===== config.mk =====
export PLATFORM = sky130hd
export DESIGN_NAME = mat_mult_1632
export DESIGN_NICKNAME = d
export VERILOG_FILES = /design/src/rtl/mat_mult_pkg.sv /design/src/rtl/mat_mult_mac.sv /design/src/rtl/mat_mult_1632.sv
export SDC_FILE = /design/constraint.sdc
export NUM_CORES = 1
export LEC_CHECK = 0
export BUFFER_PORTS_ARGS = -buffer_cell sky130_fd_sc_hd__buf_4
export CAP_MARGIN = 20
export CORE_MARGIN = 2
export CORE_UTILIZATION = 32
export CTS_CLUSTER_DIAMETER = 120
export DETAILED_ROUTE_END_ITERATION = 7
export PLACE_DENSITY_LB_ADDON = 0.25
export SLEW_MARGIN = 10
export SYNTH_ARGS = -nofsm -noshare
export SYNTH_HDL_FRONTEND = slang
export SYNTH_SLANG_ARGS = --single-unit

===== constraint.sdc =====
create_clock -name clk -period 4.97 [get_ports clk]
set_input_delay 0.994 -clock clk [delete_from_list [all_inputs] [get_ports clk]]
set_output_delay 0.994 -clock clk [all_outputs]
set_load 0.02 [all_outputs]

===== src/rtl/mat_mult_pkg.sv =====
// Shared types and constants for the sequential signed matrix multiplier.
package mat_mult_pkg;

    localparam int DATA_W     = 16;
    localparam int ACC_W      = 32;
    localparam int DEF_ROWS_A = 16;
    localparam int DEF_COLS_A = 49;
    localparam int DEF_COLS_B = 32;

    typedef enum logic [1:0] {
        IDLE  = 2'd0,
        CALC  = 2'd1,
        WRITE = 2'd2,
        DONE  = 2'd3
    } state_e;

    // Counter width able to hold 0..n-1, never narrower than one bit.
    function automatic int cnt_w(input int n);
        return (n > 1) ? $clog2(n) : 1;
    endfunction

endpackage


===== src/rtl/mat_mult_mac.sv =====
// 16x16 signed multiply feeding a 32-bit wrapping accumulator.
// The accumulator has a synchronous clear and an asynchronous reset.
module mat_mult_mac
    import mat_mult_pkg::*;
(
    input  logic              clk,
    input  logic              rst,
    input  logic              clr,
    input  logic              en,
    input  logic [DATA_W-1:0] a,
    input  logic [DATA_W-1:0] b,
    output logic [ACC_W-1:0]  acc_sum
);

    logic signed [ACC_W-1:0] prod_s;
    logic signed [ACC_W-1:0] sum_s;
    logic signed [ACC_W-1:0] acc_d;
    logic signed [ACC_W-1:0] acc_q;

    // Product and next accumulator value; sum wraps modulo 2^32.
    always_comb begin
        prod_s = ACC_W'($signed(a)) * ACC_W'($signed(b));
        sum_s  = acc_q + prod_s;
        if (clr) begin
            acc_d = {ACC_W{1'b0}};
        end else if (en) begin
            acc_d = sum_s;
        end else begin
            acc_d = acc_q;
        end
    end

    // Accumulator register.
    always_ff @(posedge clk or posedge rst) begin
        if (rst) begin
            acc_q <= {ACC_W{1'b0}};
        end else begin
            acc_q <= acc_d;
        end
    end

    assign acc_sum = sum_s;

endmodule


===== src/rtl/mat_mult_1632.sv =====
// Sequential C = A x B controller: one MAC per cycle, C written in row-major
// order through a synchronous-write port, done raised after the last write.
module mat_mult_1632
    import mat_mult_pkg::*;
#(
    parameter int ROWS_A = DEF_ROWS_A,
    parameter int COLS_A = DEF_COLS_A,
    parameter int COLS_B = DEF_COLS_B,
    parameter int AW_A   = $clog2(ROWS_A * COLS_A),
    parameter int AW_B   = $clog2(COLS_A * COLS_B),
    parameter int AW_C   = $clog2(ROWS_A * COLS_B)
) (
    input  logic              clk,
    input  logic              reset,
    input  logic              start,
    output logic [AW_A-1:0]   addr_a,
    input  logic [DATA_W-1:0] data_a,
    output logic [AW_B-1:0]   addr_b,
    input  logic [DATA_W-1:0] data_b,
    output logic [AW_C-1:0]   addr_c,
    output logic [ACC_W-1:0]  data_c,
    output logic              we_c,
    output logic              done
);

    localparam int IW = cnt_w(ROWS_A);
    localparam int KW = cnt_w(COLS_A);
    localparam int JW = cnt_w(COLS_B);
    localparam logic [IW-1:0] I_LAST = IW'(ROWS_A - 1);
    localparam logic [KW-1:0] K_LAST = KW'(COLS_A - 1);
    localparam logic [JW-1:0] J_LAST = JW'(COLS_B - 1);

    state_e            state_q, state_d;
    logic [IW-1:0]     i_q, i_d;
    logic [JW-1:0]     j_q, j_d;
    logic [KW-1:0]     k_q, k_d;
    logic              mac_clr_s;
    logic              mac_en_s;
    logic [ACC_W-1:0]  acc_sum_s;
    logic [AW_A-1:0]   addr_a_q, addr_a_d;
    logic [AW_B-1:0]   addr_b_q, addr_b_d;
    logic [AW_C-1:0]   addr_c_q, addr_c_d;
    logic [ACC_W-1:0]  data_c_q, data_c_d;
    logic              we_c_q, we_c_d;
    logic              done_q, done_d;

    mat_mult_mac u_mac (
        .clk     (clk),
        .rst     (reset),
        .clr     (mac_clr_s),
        .en      (mac_en_s),
        .a       (data_a),
        .b       (data_b),
        .acc_sum (acc_sum_s)
    );

    // Next-state and loop-counter logic.
    always_comb begin
        state_d   = state_q;
        i_d       = i_q;
        j_d       = j_q;
        k_d       = k_q;
        mac_clr_s = 1'b0;
        mac_en_s  = 1'b0;
        case (state_q)
            IDLE, DONE: begin
                if (start) begin
                    state_d   = CALC;
                    i_d       = {IW{1'b0}};
                    j_d       = {JW{1'b0}};
                    k_d       = {KW{1'b0}};
                    mac_clr_s = 1'b1;
                end else begin
                    state_d   = state_q;
                end
            end
            CALC: begin
                mac_en_s = 1'b1;
                if (k_q == K_LAST) begin
                    state_d = WRITE;
                end else begin
                    k_d = k_q + KW'(1);
                end
            end
            WRITE: begin
                mac_clr_s = 1'b1;
                k_d       = {KW{1'b0}};
                if (j_q == J_LAST) begin
                    j_d = {JW{1'b0}};
                    i_d = i_q + IW'(1);
                end else begin
                    j_d = j_q + JW'(1);
                end
                if ((i_q == I_LAST) && (j_q == J_LAST)) begin
                    state_d = DONE;
                end else begin
                    state_d = CALC;
                end
            end
            default: begin
                state_d = IDLE;
            end
        endcase
    end

    // Outputs are registered from the next state so each CALC cycle already
    // presents its own operand addresses and WRITE presents the finished sum.
    always_comb begin
        addr_a_d = {AW_A{1'b0}};
        addr_b_d = {AW_B{1'b0}};
        addr_c_d = {AW_C{1'b0}};
        data_c_d = {ACC_W{1'b0}};
        we_c_d   = (state_d == WRITE);
        done_d   = (state_d == DONE);
        if (state_d == CALC) begin
            addr_a_d = AW_A'(int'(i_d) * COLS_A + int'(k_d));
            addr_b_d = AW_B'(int'(k_d) * COLS_B + int'(j_d));
        end else if (state_d == WRITE) begin
            addr_c_d = AW_C'(int'(i_d) * COLS_B + int'(j_d));
            data_c_d = acc_sum_s;
        end else begin
            addr_a_d = {AW_A{1'b0}};
        end
    end

    // State, counters and output registers.
    always_ff @(posedge clk or posedge reset) begin
        if (reset) begin
            state_q  <= IDLE;
            i_q      <= {IW{1'b0}};
            j_q      <= {JW{1'b0}};
            k_q      <= {KW{1'b0}};
            addr_a_q <= {AW_A{1'b0}};
            addr_b_q <= {AW_B{1'b0}};
            addr_c_q <= {AW_C{1'b0}};
            data_c_q <= {ACC_W{1'b0}};
            we_c_q   <= 1'b0;
            done_q   <= 1'b0;
        end else begin
            state_q  <= state_d;
            i_q      <= i_d;
            j_q      <= j_d;
            k_q      <= k_d;
            addr_a_q <= addr_a_d;
            addr_b_q <= addr_b_d;
            addr_c_q <= addr_c_d;
            data_c_q <= data_c_d;
            we_c_q   <= we_c_d;
            done_q   <= done_d;
        end
    end

    assign addr_a = addr_a_q;
    assign addr_b = addr_b_q;
    assign addr_c = addr_c_q;
    assign data_c = data_c_q;
    assign we_c   = we_c_q;
    assign done   = done_q;

endmodule


==> impl_metrics.toml, run 1 <==
[outcome]
outcome = "finished, violations left"
violations = "negative setup slack"

[timing]
hold_viol_final = 0
max_clock_freq_mhz = 167
slew_viol_final = 0
grt_setup_unrepaired = "yes"
fin_crit_ns = 6.00
clock_skew_ns = 0.0126
finalSetupViolCount = 44
slew_headroom_pct = 47.3
fin_crit_sh_pct = 121
fin_ws_ns = -1.03
whs_ns = 0.505
worst_slew_pin_slew_ns = 0.784

[setup_path]
cp_slowest_cell = "fa_1"
regToRegStartpoint = "u_mac.acc_q[15]"
cp-startpoint = "data_a[6]"
cp.arrival_ns = 6.29
critPathKind = "in -> reg"
cp-endpoint = "data_c[30]"
startpoint_type = "input port"
worst_path_most_repeated_cell = "fa_1"
crit_required_ns = 5.26
rrSetupSlack_ns = 0.04
path_cells = "buf_12, and2_4, fa_1, inv_1, fa_2, fa_1, fa_1, inv_2, fa_1, inv_2, fa_1, inv_2, ha_4, a211oi_4, o211ai_1, a21boi_4, a2111oi_4, buf_6, o31ai_4, and3_4, nor3_1"
crit_fanout = 5
reg2reg_to = "data_c[30]"
end_kind = "flip-flop"
slowest_delay_ns = 0.56
reg2reg_depth = 18

[finish]
nets = 2300
final_common_cell = "inv_1"
mostFrequentLayoutCells = "inv_1, fa_1, buf_4"
drive_gt1_share_pct = 27.9
fillers = 4530
stdcell_area_mm2 = 0.0201
area_growth_pct = 30.8
n_antenna_cell = 0

[global_routing]
grt_usage_pct = 16.9
overflow = 0
grt_pass1_wl_mm = 67.4
antenna_found_initial = 0
first_global_vias = 12700
grt_max_degree = 50

[cts]
cts_buffer_depth = 2
numCtsBuffers = 17
clk-insertion-delay-late_ns = 0.42
clockRootBuffer = "clkbuf_16"
htree_levels = 4
cts_tree = "done"
path_clk_slew_ns = 0.06
postCtsHoldBufs = 0
clkSinkCount = 113

[floorplan]
core_area_mm2 = 0.0475
die_h_um = 223
die_x_um = 223
io_pins = 99
dieArea_mm2 = 0.0498
row_count = 80
start_util_pct = 32.4

[logic_synthesis]
syn-cell-area_mm2 = 0.0154
ys_seq_area_share_pct = 18.4
ys.flop_type = "dfrtp_1"
synth_cell_type_count = 58
synthCells = 1572
synth_nets = 2024
synth-seq-cells = 113
async_reset_ff_share_pct = 100
synth_edf_count = 0
ys_warn_count = 0
avgSynthCellArea_um2 = 9.79

[routing]
vias = 11100
drt-total-wl_mm = 39.2
first_pass_iters = 4
wl_per_cell_um = 15.8
drc = 0
ant_nets = 0
vias_per_cell = 4.46
drt-initial-drc-count = 398

[placed_design]
hpwl_mm = 33.0
port_buffers = 98
dpl_cell_area_mm2 = 0.0182
place.gp.congestion = 0.829

[worst_hold_path]
hp-class = "reg -> reg"

[run]
maxCapViolCount = 0
-- state kept, by name (all words and copies together), names as in the netlist --
name and count:
data_c 32, u_mac.acc_q 32, addr_b 11, addr_a 10, addr_c 9, k_q 6, j_q 5, i_q 4
state_q 2, done 1, we_c 1
-- layer usage --
| metal | part of all wire (%) | vias up | global-route usage, % | wire (µm) |
|---|---|---|---|---|
| met4 | 1.4 | 0 | 4.02 | 562 |
| met2 | 48 | 163 | 27.9 | 18600 |
| met1 | 48 | 5572 | 23.6 | 18700 |
| met3 | 3.3 | 33 | 2.57 | 1300 |
| li1 | - | 5287 | - | - |
| met5 | 0 | - | 0 | 0 |
-- final cells by class --
type                       instances  area [µm²]  area share, %
clock buffer                      19         453           2.25
timing repair buffer             305        2590           12.9
inverter                         358        1350           6.72
multi-input combinational       1053       11900           59.3
sequential                       113        2830           14.0
clock inverter                    13         196          0.976
tap                              615         769           3.82
-- logic make-up (layout without fill, tap and decap cells) --
family,after synthesis,in the layout,share of synthesized area (%)
AND/OR/NAND/NOR,434,434,13.8
XOR/XNOR,42,42,2.39
buffers and inverters,406,695,9.94
adder cells (fa/ha/maj),417,417,48.2
flip-flops,113,113,18.4
AO/OA/AOI/OAI,158,158,7.19
multiplexers,2,2,0.130
-- through the flow --
stage / utilization (%) / setup TNS [ns] / instances / setup WS (ns)
5_1_grt: 42.3 / -40.01 / 2476 / -1.17
2_1_floorplan: - / -30.07 / 1572 / -1.04
3_3_place_gp: 38.4 / -56.25 / 2400 / -1.60
6_report: 42.3 / -32.83 / 2476 / -1.03
3_5_place_dp: 38.4 / -55.70 / 2400 / -1.62
4_1_cts: 41.8 / -30.76 / 2467 / -1.00
-- worst max-delay path: cells and delay by family --
family	cells	cell delay (ns)
AO/OA/AOI/OAI	5	1.04
buffers and inverters	6	0.46
adder cells (fa/ha/maj)	7	3.34
AND/OR/NAND/NOR	3	0.45
-- how the worst min path moves through the flow --
stage,startpoint,end,slack (ns),cells after the start
4_1_cts,u_mac.acc_q[15],u_mac.acc_q[15],0.51,2
3_3_place_gp,u_mac.acc_q[15],u_mac.acc_q[15],0.47,2
2_1_floorplan,u_mac.acc_q[15],u_mac.acc_q[15],0.45,2
6_report,u_mac.acc_q[24],u_mac.acc_q[24],0.51,2
5_1_grt,u_mac.acc_q[0],u_mac.acc_q[0],0.55,1
3_5_place_dp,u_mac.acc_q[15],u_mac.acc_q[15],0.49,2
-- cell usage after synthesis (2+ instances only) --
| cell type | number | area, µm² |
|---|---|---|
| dfrtp_1 | 113 | 2830 |
| xnor2_1 | 23 | 201 |
| a31o_2 | 2 | 17.5 |
| a2111oi_2 | 2 | 30.0 |
| nand2b_1 | 9 | 56.3 |
| a21o_1 | 10 | 75.1 |
| a21oi_2 | 2 | 17.5 |
| a32oi_1 | 2 | 17.5 |
| a31oi_1 | 6 | 37.5 |
| a32o_1 | 2 | 20.0 |
| o22ai_1 | 2 | 12.5 |
| o21bai_1 | 3 | 22.5 |
| and3b_1 | 2 | 17.5 |
| and3_1 | 12 | 75.1 |
| nand4_1 | 3 | 18.8 |
| o31ai_1 | 8 | 60.1 |
| ha_1 | 124 | 1550 |
| nor2_1 | 65 | 244 |
| o211ai_1 | 4 | 30.0 |
| nand3_1 | 9 | 45.0 |
| o21ai_0 | 44 | 220 |
| a21oi_1 | 31 | 155 |
| o31ai_2 | 4 | 50.1 |
| buf_2 | 4 | 20.0 |
| fa_1 | 293 | 5870 |
| or2_2 | 3 | 18.8 |
| and2_1 | 136 | 851 |
| a22o_1 | 7 | 61.3 |
| xor2_1 | 19 | 166 |
| nor3_1 | 11 | 55.1 |
| clkbuf_1 | 44 | 165 |
| a22oi_1 | 2 | 15.0 |
| a211oi_1 | 3 | 22.5 |
| a21boi_0 | 3 | 22.5 |
| o21ai_1 | 5 | 25.0 |
| nor2b_1 | 5 | 31.3 |
| mux2i_1 | 2 | 20.0 |
| nand2_1 | 173 | 649 |
| o21a_1 | 4 | 30.0 |
| inv_1 | 358 | 1340 |
-- what timing repair did --
action                                  in CTS  in global routing
buffers inserted                            40                 15
pin swaps                                   82                 86
gates resized for setup                    172                 62
endpoints found under the setup margin      44                 47
Power of run 1 is not shown: default switching activity piles up to over one toggle a cycle in this logic, so the estimate is an artifact.
==> run 2: changes to the inputs <==
--- a/config.mk
+++ b/config.mk
@@ -5,8 +5,11 @@
 export SDC_FILE = /design/constraint.sdc
 export NUM_CORES = 1
 export LEC_CHECK = 0
+export ABC_CLOCK_PERIOD_IN_PS = 4970
 export BUFFER_PORTS_ARGS = -buffer_cell sky130_fd_sc_hd__buf_4
 export CAP_MARGIN = 20
+export CELL_PAD_IN_SITES_DETAIL_PLACEMENT = 1
+export CELL_PAD_IN_SITES_GLOBAL_PLACEMENT = 1
 export CORE_MARGIN = 2
 export CORE_UTILIZATION = 32
 export CTS_CLUSTER_DIAMETER = 120
==> run 2 against run 1 <==
  * The run still ends with negative setup slack left
  * Sequential share of layout area decreased by 0.12 points
  * Non-clock buffer count is 13 higher
  * Setup slack worse by 0.022 ns
  * Via count rose by 3.0%
  * Register-to-register slack worse by 0.06 ns
  * Utilization increased by 0.36 points
  * Wire length up 13%
  * Fmax decreased by 0.37%
  * Largest cell class unchanged
  * Highest routed layer unchanged
==> impl_metrics.toml, run 2 (synthesis results as in run 1) <==
[outcome]
outcome = "finished, violations left"
violations = "negative setup slack"

[run]
maxCapViolCount = 0

[finish]
mostFrequentLayoutCells = "inv_1, fa_1, buf_4"
n_antenna_cell = 0
fillers = 5286
nets = 2313
area_growth_pct = 32.0
stdcell_count = 2489
final_common_cell = "inv_1"
drive_gt1_share_pct = 29.3

[timing]
slew_headroom_pct = 55.1
fin_crit_ns = 6.02
grt_setup_unrepaired = "yes"
fin_crit_sh_pct = 121
slew_viol_final = 0
worst_slew_pin_slew_ns = 0.668
clock_skew_ns = 0.0123
hold_viol_final = 0
max_clock_freq_mhz = 166
finalSetupViolCount = 44
fin_ws_ns = -1.05

[floorplan]
die_x_um = 223
io_pins = 99
row_count = 80
core_area_mm2 = 0.0475
dieArea_mm2 = 0.0498
start_util_pct = 32.4
die_h_um = 223

[cts]
clkSinkCount = 113
numCtsBuffers = 17
path_clk_slew_ns = 0.06
clk-insertion-delay-late_ns = 0.42
htree_levels = 4
cts_buffer_depth = 2
clockRootBuffer = "clkbuf_16"
postCtsHoldBufs = 0
cts_tree = "done"

[setup_path]
startpoint_type = "input port"
slowest_delay_ns = 0.59
end_kind = "flip-flop"
cp-startpoint = "data_a[5]"
crit_family = "adder cells"
worst_path_most_repeated_cell = "fa_1"
reg2reg_to = "u_mac.acc_q[24]"
path_cells = "buf_8, buf_12, buf_4, buf_4, and2_4, fa_1, fa_1, fa_1, fa_2, fa_1, inv_2, fa_1, inv_2, ha_4, a21oi_4, o21ai_2, a221o_1, o31ai_4, and3_4, nor3_1"
crit_required_ns = 5.25
reg2reg_depth = 19
cp.depth = 20
critPathKind = "in -> reg"
cp.arrival_ns = 6.30
regToRegStartpoint = "u_mac.acc_q[15]"
cp-endpoint = "data_c[30]"
cp_slowest_cell = "fa_1"
crit_buf_inv = 6
rrSetupSlack_ns = -0.02
crit_fanout = 7

[global_routing]
grt_usage_pct = 18.8
grt_max_degree = 54
antenna_found_initial = 0
overflow = 0
grt_pass1_wl_mm = 73.9
first_global_vias = 13700

[worst_hold_path]
hp-class = "reg -> reg"

[placed_design]
port_buffers = 98
dp_cells = 2415
place.gp.congestion = 0.849
hpwl_mm = 36.9

[routing]
ant_nets = 0
first_pass_iters = 5
drt-total-wl_mm = 44.2
wl_per_cell_um = 17.7
vias_per_cell = 4.57
drt-initial-drc-count = 304
drc = 0
vias = 11400
## run 2: cell types whose count changed in the layout (fill, tap and decap cells not counted), sizes merged
cell and delta:
bufinv -2, clkinv +4, clkbuf +1, buf +13, inv -4, clkinvlp +1
## run 2: through the flow
stage	setup slack, ns	utilization [%]	hold slack, ns	setup TNS [ns]	cell area, µm²
6_report	-1.05	42.7	0.495	-34.89	20300
5_1_grt	-1.21	42.7	0.534	-42.05	20300
4_1_cts	-0.969	41.6	0.503	-31.02	19800
3_5_place_dp	-1.58	38.6	0.490	-57.51	18400
3_3_place_gp	-1.58	38.6	0.466	-57.15	18400
2_1_floorplan	-1.04	-	0.450	-30.07	15800
## run 2: layout make-up
cell class | count | area, µm² | area share (%)
timing repair buffer | 318 | 2650 | 13.1
multi-input combinational | 1053 | 12100 | 59.7
sequential | 113 | 2830 | 13.9
inverter | 358 | 1350 | 6.66
tap | 615 | 769 | 3.79
clock buffer | 20 | 457 | 2.25
clock inverter | 12 | 133 | 0.653
## run 2: worst reg2reg max path: cells and delay by family, from the launching register on
family                     cells  cell delay, ns
adders and majority gates      6            2.83
buffers and inverters          6            0.55
DFF                            1            0.35
AOI/OAI and AO/OA              6            0.97
xor gates and xnor gates       1            0.18
## run 2: timing repair
action                     4_1_cts  5_1_grt
buffers inserted                22       25
pin swaps                       49       47
setup endpoints to repair       46       48
resized for setup              157       87
## run 2: worst min-delay path by stage
| stage | slack, ns | start | end | depth (start not counted) |
|---|---|---|---|---|
| after global routing | 0.53 | u_mac.acc_q[15] | u_mac.acc_q[15] | 2 |
| after floorplan | 0.45 | u_mac.acc_q[15] | u_mac.acc_q[15] | 2 |
| final | 0.50 | u_mac.acc_q[15] | u_mac.acc_q[15] | 2 |
| after detailed placement | 0.49 | u_mac.acc_q[15] | u_mac.acc_q[15] | 2 |
| after global placement | 0.47 | u_mac.acc_q[15] | u_mac.acc_q[15] | 2 |
| after CTS | 0.50 | u_mac.acc_q[15] | u_mac.acc_q[15] | 2 |
## run 2: layer usage
metal  GRT usage, %  share of wire, %  vias to the layer above
met5              0                 0                        -
met4           4.41               1.6                        0
met3           2.41               3.3                       41
met2           32.3                50                      146
met1           25.5                45                     5880
li1               -                 -                     5317
Power of run 2 is left out for the same reason.
==> run 3: changes to the inputs <==
--- a/config.mk
+++ b/config.mk
@@ -5,12 +5,11 @@
 export SDC_FILE = /design/constraint.sdc
 export NUM_CORES = 1
 export LEC_CHECK = 0
-export ABC_CLOCK_PERIOD_IN_PS = 4970
+export ABC_AREA = 1
 export BUFFER_PORTS_ARGS = -buffer_cell sky130_fd_sc_hd__buf_4
 export CAP_MARGIN = 20
 export CELL_PAD_IN_SITES_DETAIL_PLACEMENT = 1
 export CELL_PAD_IN_SITES_GLOBAL_PLACEMENT = 1
-export CORE_MARGIN = 2
 export CORE_UTILIZATION = 32
 export CTS_CLUSTER_DIAMETER = 120
 export DETAILED_ROUTE_END_ITERATION = 7
==> run 3 against run 2 <==
  * The run still ends with negative setup slack left
  * Register-to-register slack improved by 0.32 ns
  * Area after synthesis rose by 7.3%
  * Final cell count rose by 19%
  * Flip-flop and latch count did not move
  * Fmax rose by 4.1%
  * Setup slack improved by 0.24 ns
  * Wire length rose by 18%
  * Sequential share of layout area fell by 1.1 points
  * Clock skew rose by 0.0018 ns
  * Global-route usage rose by 1.7 points
  * Via count rose by 19%
  * Critical endpoint unchanged
  * Highest routed layer unchanged
==> impl_metrics.toml, run 3 <==
[logic_synthesis]
synth_top_area_share_pct = 35.6
synth-seq-cells = 113
post-synth-top-count-cell = "inv_1"
ys.flop_type = "dfrtp_1"
synth_common_cells = "inv_1, nand2_1, fa_1"
synth.area.top_cells = "fa_1, dfrtp_1, inv_1"
synth_nets = 2470
ys_seq_area_share_pct = 17.1
async_reset_ff_share_pct = 100
synth_edf_count = 0
syn-cell-area_mm2 = 0.0165
synth_area_leader_cell = "fa_1"
synthCells = 2018
ys_warn_count = 0
synth_cell_type_count = 47
avgSynthCellArea_um2 = 8.18

[timing]
fin_ws_ns = -0.810
slew_headroom_pct = 21.8
hold_viol_final = 0
fin_crit_ns = 5.78
worst_slew_pin_slew_ns = 1.17
grt_setup_unrepaired = "yes"
finalSetupViolCount = 46
fin_crit_sh_pct = 116
clock_skew_ns = 0.0141
max_clock_freq_mhz = 173
slew_viol_final = 0

[routing]
first_pass_iters = 5
ant_nets = 0
vias_per_cell = 4.57
drc = 0
drt-initial-drc-count = 402
wl_per_cell_um = 17.5
vias = 13500
drt-total-wl_mm = 51.9

[cts]
path_clk_slew_ns = 0.05
clk-insertion-delay-late_ns = 0.43
clkSinkCount = 113
cts_buffer_depth = 2
cts_tree = "done"
numCtsBuffers = 17
postCtsHoldBufs = 0
htree_levels = 4
clockRootBuffer = "clkbuf_16"

[setup_path]
crit_fanout = 7
crit_family = "adder cells"
critPathKind = "in -> reg"
cp.arrival_ns = 6.03
cp_slowest_cell = "fa_2"
crit_buf_inv = 7
slowest_delay_ns = 0.64
regToRegStartpoint = "u_mac.acc_q[15]"
reg2reg_depth = 21
end_kind = "flip-flop"
startpoint_type = "input port"
reg2reg_to = "data_c[22]"
path_cells = "buf_12, nand2_4, inv_2, fa_2, inv_2, fa_2, inv_6, fa_1, fa_1, fa_1, inv_1, fa_1, inv_1, ha_4, nand2_2, nor2_2, inv_2, nor2_1, and3_1, nand2_1, nand2_1, nand2_1, nand2_1, nor2_1"
crit_required_ns = 5.22
rrSetupSlack_ns = 0.30

[global_routing]
grt_pass1_wl_mm = 84.4
grt_usage_pct = 20.6
overflow = 0
first_global_vias = 15700
grt_max_degree = 49
antenna_found_initial = 0

[placed_design]
dpl_cell_area_mm2 = 0.0196
port_buffers = 98
place.gp.congestion = 0.900
dp_cells = 2872
hpwl_mm = 42.2
pre_cts_slack_ns = -1.41

[outcome]
outcome = "finished, violations left"
violations = "negative setup slack"

[worst_hold_path]
hold_path_end = "u_mac.acc_q[2]"
holdPathStages = 2
hp-class = "reg -> reg"
holdCritStartpoint = "u_mac.acc_q[2]"

[finish]
n_antenna_cell = 0
fillers = 5950
area_growth_pct = 34.0
stdcell_count = 2959
stdcell_area_mm2 = 0.0221
final_common_cell = "inv_1"
nets = 2727
mostFrequentLayoutCells = "inv_1, nand2_1, fa_1"
drive_gt1_share_pct = 30.4

[floorplan]
dieArea_mm2 = 0.0525
io_pins = 99
row_count = 82
die_x_um = 229
start_util_pct = 32.7
core_area_mm2 = 0.0505
die_h_um = 229

[run]
maxCapViolCount = 0
==> run 3: metal layers <==
metal | vias to the layer above | part of all wire, % | track usage, % | wire length, µm
met5 | - | 0 | 0 | 0
met4 | 0 | 2.8 | 5.79 | 1430
met3 | 75 | 2.1 | 1.87 | 1080
met2 | 184 | 52 | 37.1 | 26900
met1 | 6945 | 43 | 26.1 | 22500
li1 | 6317 | - | - | -
==> run 3: logic make-up after synthesis <==
logic type	count (synthesis)	share of synthesized area [%]
buffers and inverters	648	15.1
and+or+nand+nor	707	17.8
DFF	113	17.1
adders and majority gates	417	45.0
AOI/OAI and AO/OA	112	3.91
xor gates and xnor gates	21	1.11
==> run 3: worst max path at each step <==
| stage | to | slack, ns | cells after the start | start |
|---|---|---|---|---|
| final | data_c[30] | -0.81 | 24 | data_a[15] |
| after global routing | data_c[22] | -1.04 | 25 | data_b[15] |
| after CTS | data_c[29] | -0.79 | 26 | data_b[15] |
| after global placement | data_c[23] | -1.38 | 23 | data_a[15] |
| after floorplan | u_mac.acc_q[29] | -0.87 | 25 | data_a[15] |
| after detailed placement | data_c[23] | -1.41 | 23 | data_a[15] |
==> run 3: cell type report <==
cell class | count | area, µm² | share of cell area [%]
Sequential cell | 113 | 2830 | 12.8
Inverter | 578 | 2200 | 9.95
Tap cell | 672 | 841 | 3.80
Timing Repair Buffer | 308 | 2850 | 12.9
Multi-Input combinational cell | 1257 | 12800 | 58.1
Clock inverter | 9 | 82.6 | 0.373
Clock buffer | 22 | 464 | 2.10
==> run 3: repair_timing <==
item,4_1_cts,5_1_grt
pin swaps,70,83
buffers inserted,30,23
resized for setup,252,150
endpoints found under the hold margin,0,0
setup endpoints to repair,48,50
cloned,4,0
==> run 3: worst min-delay path: cells and delay by family (launching register included) <==
family           cells  cell delay [ns]
AO/OA/AOI/OAI        1             0.06
flip-flops           1             0.35
AND/OR/NAND/NOR      1             0.05
==> run 3: metrics by stage <==
stage          hold WS, ns  util, %  TNS, ns
2_1_floorplan        0.456        -   -26.49
3_3_place_gp         0.477     38.8   -51.37
3_5_place_dp         0.484     38.8   -54.06
4_1_cts              0.498     42.4   -24.36
5_1_grt              0.512     43.8   -35.30
6_report             0.496     43.8   -26.97
Power of run 3 is left out for the same reason.
